--- src/rtl/dma_copy_engine_pkg.sv ---
// Shared constants for the DMA copy engine: register offsets (mem_addr[3:2]),
// CTRL/STATUS bit positions and the master FSM state encoding.
package dma_copy_engine_pkg;

  // Register offsets as seen on mem_addr[3:2]
  localparam logic [1:0] REG_SRC  = 2'd0;
  localparam logic [1:0] REG_DST  = 2'd1;
  localparam logic [1:0] REG_LEN  = 2'd2;
  localparam logic [1:0] REG_CTRL = 2'd3;

  // CTRL write bits
  localparam int CTRL_START    = 0;
  localparam int CTRL_CLR_DONE = 1;
  localparam int CTRL_ABORT    = 2;

  // STATUS read bits
  localparam int STAT_BUSY    = 0;
  localparam int STAT_DONE    = 1;
  localparam int STAT_ABORTED = 2;

  // Master FSM states. Each of READ/WRITE spends one cycle with m_valid low
  // before raising the request, which gives the idle gap between transactions.
  typedef enum logic [1:0] {
    ST_IDLE  = 2'd0,
    ST_READ  = 2'd1,
    ST_WRITE = 2'd2
  } dma_state_e;

endpackage

--- src/rtl/dma_copy_engine.sv ---
// Word-copy DMA engine: a slave register file (SRC, DST, LEN, CTRL/STATUS)
// and a master FSM that copies LEN words from SRC to DST, one read then one
// write per word.
//
// Handshakes: slave side accepts a request in any cycle where enable and
// mem_valid are high and mem_ready is low; mem_ready pulses for one cycle
// on the following cycle. Master side raises m_valid with stable
// m_addr/m_wdata/m_wstrb and holds them until the cycle m_ready is high; that
// edge completes the transaction and m_valid drops for at least one cycle.
module dma_copy_engine
  import dma_copy_engine_pkg::*;
#(
  parameter int LEN_W = 16
) (
  input  logic        clk,
  input  logic        resetn,
  input  logic        enable,
  input  logic        mem_valid,
  input  logic [3:0]  mem_addr,
  input  logic [31:0] mem_wdata,
  input  logic [3:0]  mem_wstrb,
  output logic [31:0] mem_rdata,
  output logic        mem_ready,
  output logic        m_valid,
  output logic [31:0] m_addr,
  output logic [31:0] m_wdata,
  output logic [3:0]  m_wstrb,
  input  logic [31:0] m_rdata,
  input  logic        m_ready,
  output logic        irq,
  output dma_state_e  dbg_state
);

  logic [31:0]      src_reg;
  logic [31:0]      dst_reg;
  logic [LEN_W-1:0] len_reg;

  dma_state_e       state;
  logic [31:0]      src_ptr;
  logic [31:0]      dst_ptr;
  logic [LEN_W-1:0] cnt;
  logic [31:0]      buffer;
  logic             busy;
  logic             done;
  logic             aborted;
  logic             abort_pend;

  logic             slave_acc;
  logic             slave_wr;
  logic             ctrl_wr;
  logic             start_req;
  logic             clr_req;
  logic             abort_req;
  logic [31:0]      rd_mux;
  logic             addr_unused;

  assign slave_acc = enable && mem_valid && !mem_ready;
  assign slave_wr  = slave_acc && (mem_wstrb != 4'h0);
  assign ctrl_wr   = slave_wr && (mem_addr[3:2] == REG_CTRL);
  assign start_req = ctrl_wr && mem_wdata[CTRL_START];
  assign clr_req   = ctrl_wr && mem_wdata[CTRL_CLR_DONE];
  assign abort_req = ctrl_wr && mem_wdata[CTRL_ABORT] && busy;

  // Register offsets are word aligned; the byte offset bits carry no meaning.
  assign addr_unused = ^mem_addr[1:0];

  assign irq       = done;
  assign dbg_state = state;

  // Read data selection for slave reads
  always_comb begin
    rd_mux = 32'h0;
    case (mem_addr[3:2])
      REG_SRC:  rd_mux = src_reg;
      REG_DST:  rd_mux = dst_reg;
      REG_LEN:  rd_mux = 32'(len_reg);
      REG_CTRL: begin
        rd_mux[STAT_BUSY]    = busy;
        rd_mux[STAT_DONE]    = done;
        rd_mux[STAT_ABORTED] = aborted;
      end
      default:  rd_mux = 32'h0;
    endcase
  end

  // Slave register file: configuration writes, read capture and the ack pulse
  always_ff @(posedge clk or negedge resetn) begin
    if (!resetn) begin
      src_reg   <= 32'h0;
      dst_reg   <= 32'h0;
      len_reg   <= '0;
      mem_ready <= 1'b0;
      mem_rdata <= 32'h0;
    end else begin
      mem_ready <= slave_acc;
      if (slave_wr) begin
        mem_rdata <= 32'h0;
        // Configuration is frozen while a copy runs; the write is still acked.
        if (!busy) begin
          case (mem_addr[3:2])
            REG_SRC: src_reg <= {mem_wdata[31:2], 2'b00};
            REG_DST: dst_reg <= {mem_wdata[31:2], 2'b00};
            REG_LEN: len_reg <= mem_wdata[LEN_W-1:0];
            default: ;
          endcase
        end
      end else if (slave_acc) begin
        mem_rdata <= rd_mux;
      end
    end
  end

  // Master FSM with status flags; later assignments give DONE-set priority
  always_ff @(posedge clk or negedge resetn) begin
    if (!resetn) begin
      state      <= ST_IDLE;
      src_ptr    <= 32'h0;
      dst_ptr    <= 32'h0;
      cnt        <= '0;
      buffer     <= 32'h0;
      busy       <= 1'b0;
      done       <= 1'b0;
      aborted    <= 1'b0;
      abort_pend <= 1'b0;
      m_valid    <= 1'b0;
      m_addr     <= 32'h0;
      m_wdata    <= 32'h0;
      m_wstrb    <= 4'h0;
    end else begin
      if (clr_req) begin
        done <= 1'b0;
      end
      if (abort_req) begin
        abort_pend <= 1'b1;
      end
      case (state)
        ST_IDLE: begin
          if (start_req && !busy) begin
            src_ptr    <= src_reg;
            dst_ptr    <= dst_reg;
            cnt        <= len_reg;
            aborted    <= 1'b0;
            abort_pend <= 1'b0;
            if (len_reg == '0) begin
              done <= 1'b1;
            end else begin
              busy  <= 1'b1;
              state <= ST_READ;
            end
          end
        end
        ST_READ: begin
          if (!m_valid) begin
            m_valid <= 1'b1;
            m_addr  <= src_ptr;
            m_wstrb <= 4'h0;
          end else if (m_ready) begin
            buffer  <= m_rdata;
            m_valid <= 1'b0;
            state   <= ST_WRITE;
          end
        end
        ST_WRITE: begin
          if (!m_valid) begin
            m_valid <= 1'b1;
            m_addr  <= dst_ptr;
            m_wdata <= buffer;
            m_wstrb <= 4'hF;
          end else if (m_ready) begin
            m_valid <= 1'b0;
            src_ptr <= src_ptr + 32'd4;
            dst_ptr <= dst_ptr + 32'd4;
            cnt     <= cnt - LEN_W'(1);
            if ((cnt == LEN_W'(1)) || abort_pend || abort_req) begin
              state      <= ST_IDLE;
              busy       <= 1'b0;
              done       <= 1'b1;
              aborted    <= abort_pend || abort_req;
              abort_pend <= 1'b0;
            end else begin
              state <= ST_READ;
            end
          end
        end
        default: state <= ST_IDLE;
      endcase
    end
  end

endmodule

--- config.mk ---
export PLATFORM = sky130hd
export DESIGN_NAME = dma_copy_engine
export DESIGN_NICKNAME = d
export VERILOG_FILES = /design/src/rtl/dma_copy_engine_pkg.sv /design/src/rtl/dma_copy_engine.sv
export SDC_FILE = /design/constraint.sdc
export NUM_CORES = 1
export LEC_CHECK = 0
export ABC_AREA = 0
export CAP_MARGIN = 5
export CORE_MARGIN = 4
export CORE_UTILIZATION = 55
export CTS_CLUSTER_DIAMETER = 40
export CTS_CLUSTER_SIZE = 10
export DETAILED_ROUTE_END_ITERATION = 7
export PLACE_DENSITY = 0.84
export SKIP_LAST_GASP = 1
export SLEW_MARGIN = 20
export SYNTH_ARGS = -nofsm -noshare
export SYNTH_HDL_FRONTEND = slang
export SYNTH_SLANG_ARGS = --single-unit
--- constraint.sdc ---
create_clock -name clk -period 6.26 [get_ports clk]
set_input_delay 0.939 -clock clk [delete_from_list [all_inputs] [get_ports clk]]
set_output_delay 0.939 -clock clk [all_outputs]
set_load 0.005 [all_outputs]
==> flow_metrics.tcl, run 1 <==
set metrics [dict create \
    routed_wl_mm 36.24 \
    die_h_um 165.7 \
    critPathCaptureType "register" \
    clk_pin_slew_ns 0.06 \
    utilization 0.6936 \
    crit_start "dbg_state[0]$_DFFE_PN0P_" \
    firstDrtPassIters 6 \
    async_flop_share 1.000 \
    setup_tns_ns 0 \
    area_growth_pct 23.65 \
    hp-class "in2async" \
    vias 10950 \
    antenna_found_initial 0 \
    grt_pass1_vias 11150 \
    synth.distinct_cells 69 \
    setup_violations 0 \
    synth_ff_type "dfrtp_1" \
    gp_congestion 0.8848 \
    finalNetCount 1481 \
    coreArea_um2 24390 \
    syn_inst 1243 \
    cp-endpoint "dst_ptr[10]$_DFFE_PN0P_" \
    netlist_area_um2 13680 \
    status "finished clean" \
    clock_sink_count 288 \
    vias_per_cell 6.303 \
    synth_area_leaders "dfrtp_1, mux2_2, mux2i_1, o21ai_0, nand2_1" \
    hpwl_mm 23.60 \
    ys_seq_area_frac 0.5267 \
    max_freq_mhz 276.4 \
    drive_gt1_frac 0.1655 \
    reg.largest.list "buffer x32, m_wdata x32, mem_rdata x32" \
    rr_startpoint "dbg_state[0]$_DFFE_PN0P_" \
    fp-row-count 57 \
    worstSetupPathType "reg2reg" \
    drv_slew 0 \
    yosysWarnings 0 \
    cts_buffers 39 \
    worst_pin_slew_ns 0.9973 \
    htreeDepth 2 \
    synth.largest_area_cell "dfrtp_1" \
    timing.hold.ws_ns 0.4472 \
    instances_no_fill 1738 \
    nFillCells 1780 \
    maxCapViolCount 0 \
    avgRoutedWirePerCell_um 20.85 \
    reg2regPathDepth 9 \
    grt_pass1_wl_mm 58.87 \
    worstPathArrival_ns 4.00 \
    r2r_slack_ns 2.64 \
    leakage_uw 0.007074 \
    hold_buffers 0 \
    synth_nets 1328 \
    peakVddDrop_uv 317.9 \
    place_inst 1679 \
    power_density_nw_per_um2 452.2 \
    critPathMaxFanout 77 \
    avgSynthCellArea_um2 11.01 \
    grt_setup_unrepaired "false" \
    die_area_um2 27470 \
    grt_max_degree 125 \
    pin_count 182 \
    synth_edf_count 0 \
    drtIter0Drc 966 \
    io_buffers 179 \
    cts_root_buf "clkbuf_16" \
    hold_viol 0 \
    synth_seq_cells 288 \
    grtUsageTotal 0.2586 \
    overflow 0 \
    ctsResizeCount 0 \
    finClkSkew_ns 0.01249 \
    max-slew-margin-rel 0.3352 \
    ant_nets 0 \
    cts_tree "done" \
    post_cts_buffers 0 \
    drc 0 \
    min_period_over_period 0.5780 \
    r2r-end "dst_ptr[10]$_DFFE_PN0P_" \
    initial_utilization 0.5610 \
    clk_path_buf_depth 3 \
    die_w_um 165.7 \
    clk_latency_ns 0.52 \
    synth_top_cell_area_share 0.5267 \
    period_minus_slack_ns 3.618 \
    cp-start-kind "register" \
    diodes 0 \
    cp.required_ns 6.64 \
]
layout by cell type, fill, tap and decap left out, drive strengths merged, types with 4 or more instances in the layout:
cell and count:
dfrtp 288, clkdlybuf4s50 177, mux2 140, nand2 131
o21ai 111, mux2i 61, clkbuf 52, a22oi 41
a21oi 40, nand3 37, nor2 33, nand4 25
nor3 22, buf 22, nor4 20, inv 19
or4 17, a21boi 16, and3 15, o211ai 13
and2 11, nand4b 10, a32oi 10, and4 8
o22ai 8, ha 8, or3 6, o31ai 6
o41ai 6, nand2b 4, a41oi 4
worst max-delay path: stages (launching register included):
cell	delay (ns)
dfrtp_1	0.43
inv_1	0.14
ha_4	0.28
buf_4	0.75
nand2b_1	0.33
and2_1	0.83
nor2_2	0.06
buf_4	0.26
nand2_1	0.22
o311ai_0	0.16
worst min path at each step:
| stage | end |
|---|---|
| floorplan | src_ptr[28]$_DFFE_PN0P_ |
| global route | mem_rdata[26]$_DFFE_PN0P_ |
| finish | mem_rdata[25]$_DFFE_PN0P_ |
| global placement | m_addr[30]$_DFFE_PN0P_ |
| CTS | mem_rdata[26]$_DFFE_PN0P_ |
| detailed placement | m_addr[31]$_DFFE_PN0P_ |
cell type report:
| class | count | area [µm²] | area share |
|---|---|---|---|
| Clock buffer | 52 | 1137 | 0.06722 |
| Clock inverter | 7 | 72.57 | 0.004289 |
| Inverter | 18 | 67.56 | 0.003993 |
| Multi-Input combinational cell | 850 | 6075 | 0.3590 |
| Sequential cell | 288 | 7207 | 0.4260 |
| Tap cell | 324 | 405.4 | 0.02396 |
| Timing Repair Buffer | 199 | 1954 | 0.1155 |
cells in the mapped netlist, types with 8 or more instances:
cell type,number
a21boi_0,16
a21oi_1,40
a22oi_1,41
a32oi_1,10
and2_1,11
and3_1,15
and4_1,8
buf_1,8
buf_2,25
clkbuf_1,47
dfrtp_1,288
ha_1,8
inv_1,18
mux2_2,140
mux2i_1,61
nand2_1,130
nand3_1,37
nand4_1,24
nand4b_1,10
nor2_1,33
nor3_1,22
nor4_1,19
o211ai_1,13
o21ai_0,111
o22ai_1,8
or4_1,16
cells by family after synthesis:
| group | Yosys count | synth area share |
|---|---|---|
| AO/OA/AOI/OAI | 282 | 0.1326 |
| adder cells (fa/ha/maj) | 8 | 0.007316 |
| buffers and inverters | 105 | 0.03283 |
| flip-flops | 288 | 0.5267 |
| multiplexers | 202 | 0.1615 |
| AND/OR/NAND/NOR | 358 | 0.1391 |
where the power goes:
group          switching (µW)  total [µW]  leakage, µW  internal (µW)
clock network             782        2080     0.000591           1300
logic                    1240        2440      0.00281           1200
registers                 598        3130      0.00368           2530
total                    2620        7650      0.00707           5030
per-layer routing:
layer	vias up	track usage	part of all wire
li1	4921	-	-
met1	5424	0.3180	0.38
met2	501	0.4334	0.49
met3	108	0.07641	0.097
met4	0	0.09971	0.039
met5	-	0	0
through the flow:
step / instance area [µm²] / total power [µW] / worst slack, ns
5_1_grt: 16920 / 8075 / 2.482
3_5_place_dp: 15700 / 5538 / 2.264
3_3_place_gp: 15700 / 5425 / 2.295
6_report: 16920 / 7651 / 2.642
4_1_cts: 16910 / 7667 / 2.738
2_1_floorplan: 13680 / 4464 / 3.665
Note: power is estimated with default switching activity, not from simulation.
==> run 2, diff against run 1 <==
==> constraint.sdc (replaced) <==
create_clock -name clk -period 3.6 [get_ports clk]
set_input_delay 0.54 -clock clk [delete_from_list [all_inputs] [get_ports clk]]
set_output_delay 0.54 -clock clk [all_outputs]
set_load 0.005 [all_outputs]
==> flow_metrics.tcl, run 2 (synthesized netlist as in run 1, its figures left out) <==
set metrics [dict create \
    status "finished clean" \
    grt_pass1_vias 11400 \
    ctsResizeCount 0 \
    drive_gt1_frac 0.1741 \
    slowest_delay_ns 0.45 \
    cp-start-kind "register" \
    vias_per_cell 6.294 \
    leakage_uw 0.007192 \
    cp_slowest_cell "nand2_1" \
    cts_buffers 41 \
    min_period_over_period 0.7670 \
    cp_cell_sequence "inv_1, ha_1, nand2b_1, nand2_1, nand2_2, buf_12, o41a_1, o21ai_0" \
    final_cell_mix "dfrtp_1, clkdlybuf4s50_1, mux2_2" \
    drv_slew 0 \
    finalNetCount 1492 \
    max_freq_mhz 362.2 \
    fp-row-count 57 \
    die_h_um 165.7 \
    cp.required_ns 4.02 \
    pre_cts_slack_ns 0.6030 \
    firstDrtPassIters 6 \
    finClkSkew_ns 0.02209 \
    worst_slack_ns 0.8389 \
    final_common_cell "dfrtp_1" \
    overflow 0 \
    clk_pin_slew_ns 0.05 \
    io_buffers 179 \
    setup_violations 0 \
    instances_no_fill 1754 \
    critPathMaxFanout 61 \
    vias 11040 \
    hold_viol 0 \
    gp_congestion 0.8997 \
    setup_tns_ns 0 \
    critPathCaptureType "register" \
    max-slew-margin-rel 0.3349 \
    hold_buffers 0 \
    cts_tree "done" \
    hpwl_mm 24.78 \
    drtIter0Drc 909 \
    ant_nets 0 \
    grt_pass1_wl_mm 60.24 \
    grt_max_degree 99 \
    drc 0 \
    worst_pin_slew_ns 0.9886 \
    maxCapViolCount 0 \
    diodes 0 \
    grtUsageTotal 0.2643 \
    htreeDepth 2 \
    crit_start "dbg_state[0]$_DFFE_PN0P_" \
    utilization 0.7028 \
    post_cts_buffers 0 \
    power_density_nw_per_um2 797.7 \
    coreArea_um2 24390 \
    clock_sink_count 288 \
    routed_wl_mm 37.06 \
    period_minus_slack_ns 2.761 \
    worstPathArrival_ns 3.18 \
    avgRoutedWirePerCell_um 21.13 \
    cts_root_buf "clkbuf_16" \
    critPathTopFamily "simple AND/OR/NAND/NOR gates" \
    hp-class "in2async" \
    reg.largest.list "buffer x32, m_wdata x32, mem_rdata x32" \
    die_w_um 165.7 \
    initial_utilization 0.5610 \
    die_area_um2 27470 \
    worstSetupPathType "reg2reg" \
    crit_buf_inv 2 \
    clk_latency_ns 0.53 \
    peakVddDrop_uv 590.4 \
    pin_count 182 \
    area_growth_pct 25.27 \
    rr_startpoint "dbg_state[0]$_DFFE_PN0P_" \
    antenna_found_initial 0 \
    grt_setup_unrepaired "false" \
    clk_path_buf_depth 3 \
    place_inst 1688 \
]
==> run 2: cell types whose count changed in the layout (fill, tap and decap cells not counted), moves of 2 or more <==
| cell | previous run | this run |
|---|---|---|
| bufinv_16 | 1 | 3 |
| buf_4 | 19 | 24 |
| clkbuf_8 | 7 | 5 |
| clkinv_2 | 2 | 6 |
| clkbuf_16 | 41 | 43 |
| buf_12 | 1 | 5 |
==> run 2: final timing paths <==
| kind | cells after the start | to | slack, ns |
|---|---|---|---|
| max | 8 | dst_ptr[26]$_DFFE_PN0P_ | 0.84 |
| min | 1 | mem_rdata[25]$_DFFE_PN0P_ | 0.04 |
| max reg2reg | 8 | dst_ptr[26]$_DFFE_PN0P_ | 0.84 |
| min reg2reg | 2 | mem_rdata[17]$_DFFE_PN0P_ | 0.47 |
| max in group asynchronous | 2 | len_reg[6]$_DFFE_PN0P_ | 2.63 |
| min in group clk | 2 | mem_rdata[17]$_DFFE_PN0P_ | 0.47 |
==> run 2: metrics by stage <==
step	power [µW]	hold WS [ns]	cell area (µm²)
after floorplan	7763	0.2444	13680
after global placement	9490	0.4596	15820
after detailed placement	9715	0.4691	15820
after CTS	13690	0.1010	17140
after global routing	14400	0.1305	17140
final	13670	0.03508	17140
==> run 2: power breakdown <==
group / leakage (µW) / internal, µW / switching (µW)
Sequential: 0.00368 / 4400 / 1070
Clock: 0.000653 / 2470 / 1420
Combinational: 0.00286 / 2120 / 2180
==> run 2: final cells by class <==
class                      instances  area (µm²)
inverter                          18       67.56
tap                              324       405.4
timing repair buffer             208        2072
clock inverter                    15       170.2
clock buffer                      51        1156
fill                            1720        7249
multi-input combinational        850        6063
sequential                       288        7207
==> run 2: metal layers <==
metal  part of all wire  routed length, µm  track usage  vias up
met1               0.38              13960       0.3252     5454
met4              0.037               1363       0.1040        0
met5                  0                  0            0        -
met2               0.49              18120       0.4409      534
li1                   -                  -            -     4946
met3              0.098               3618      0.07903      105
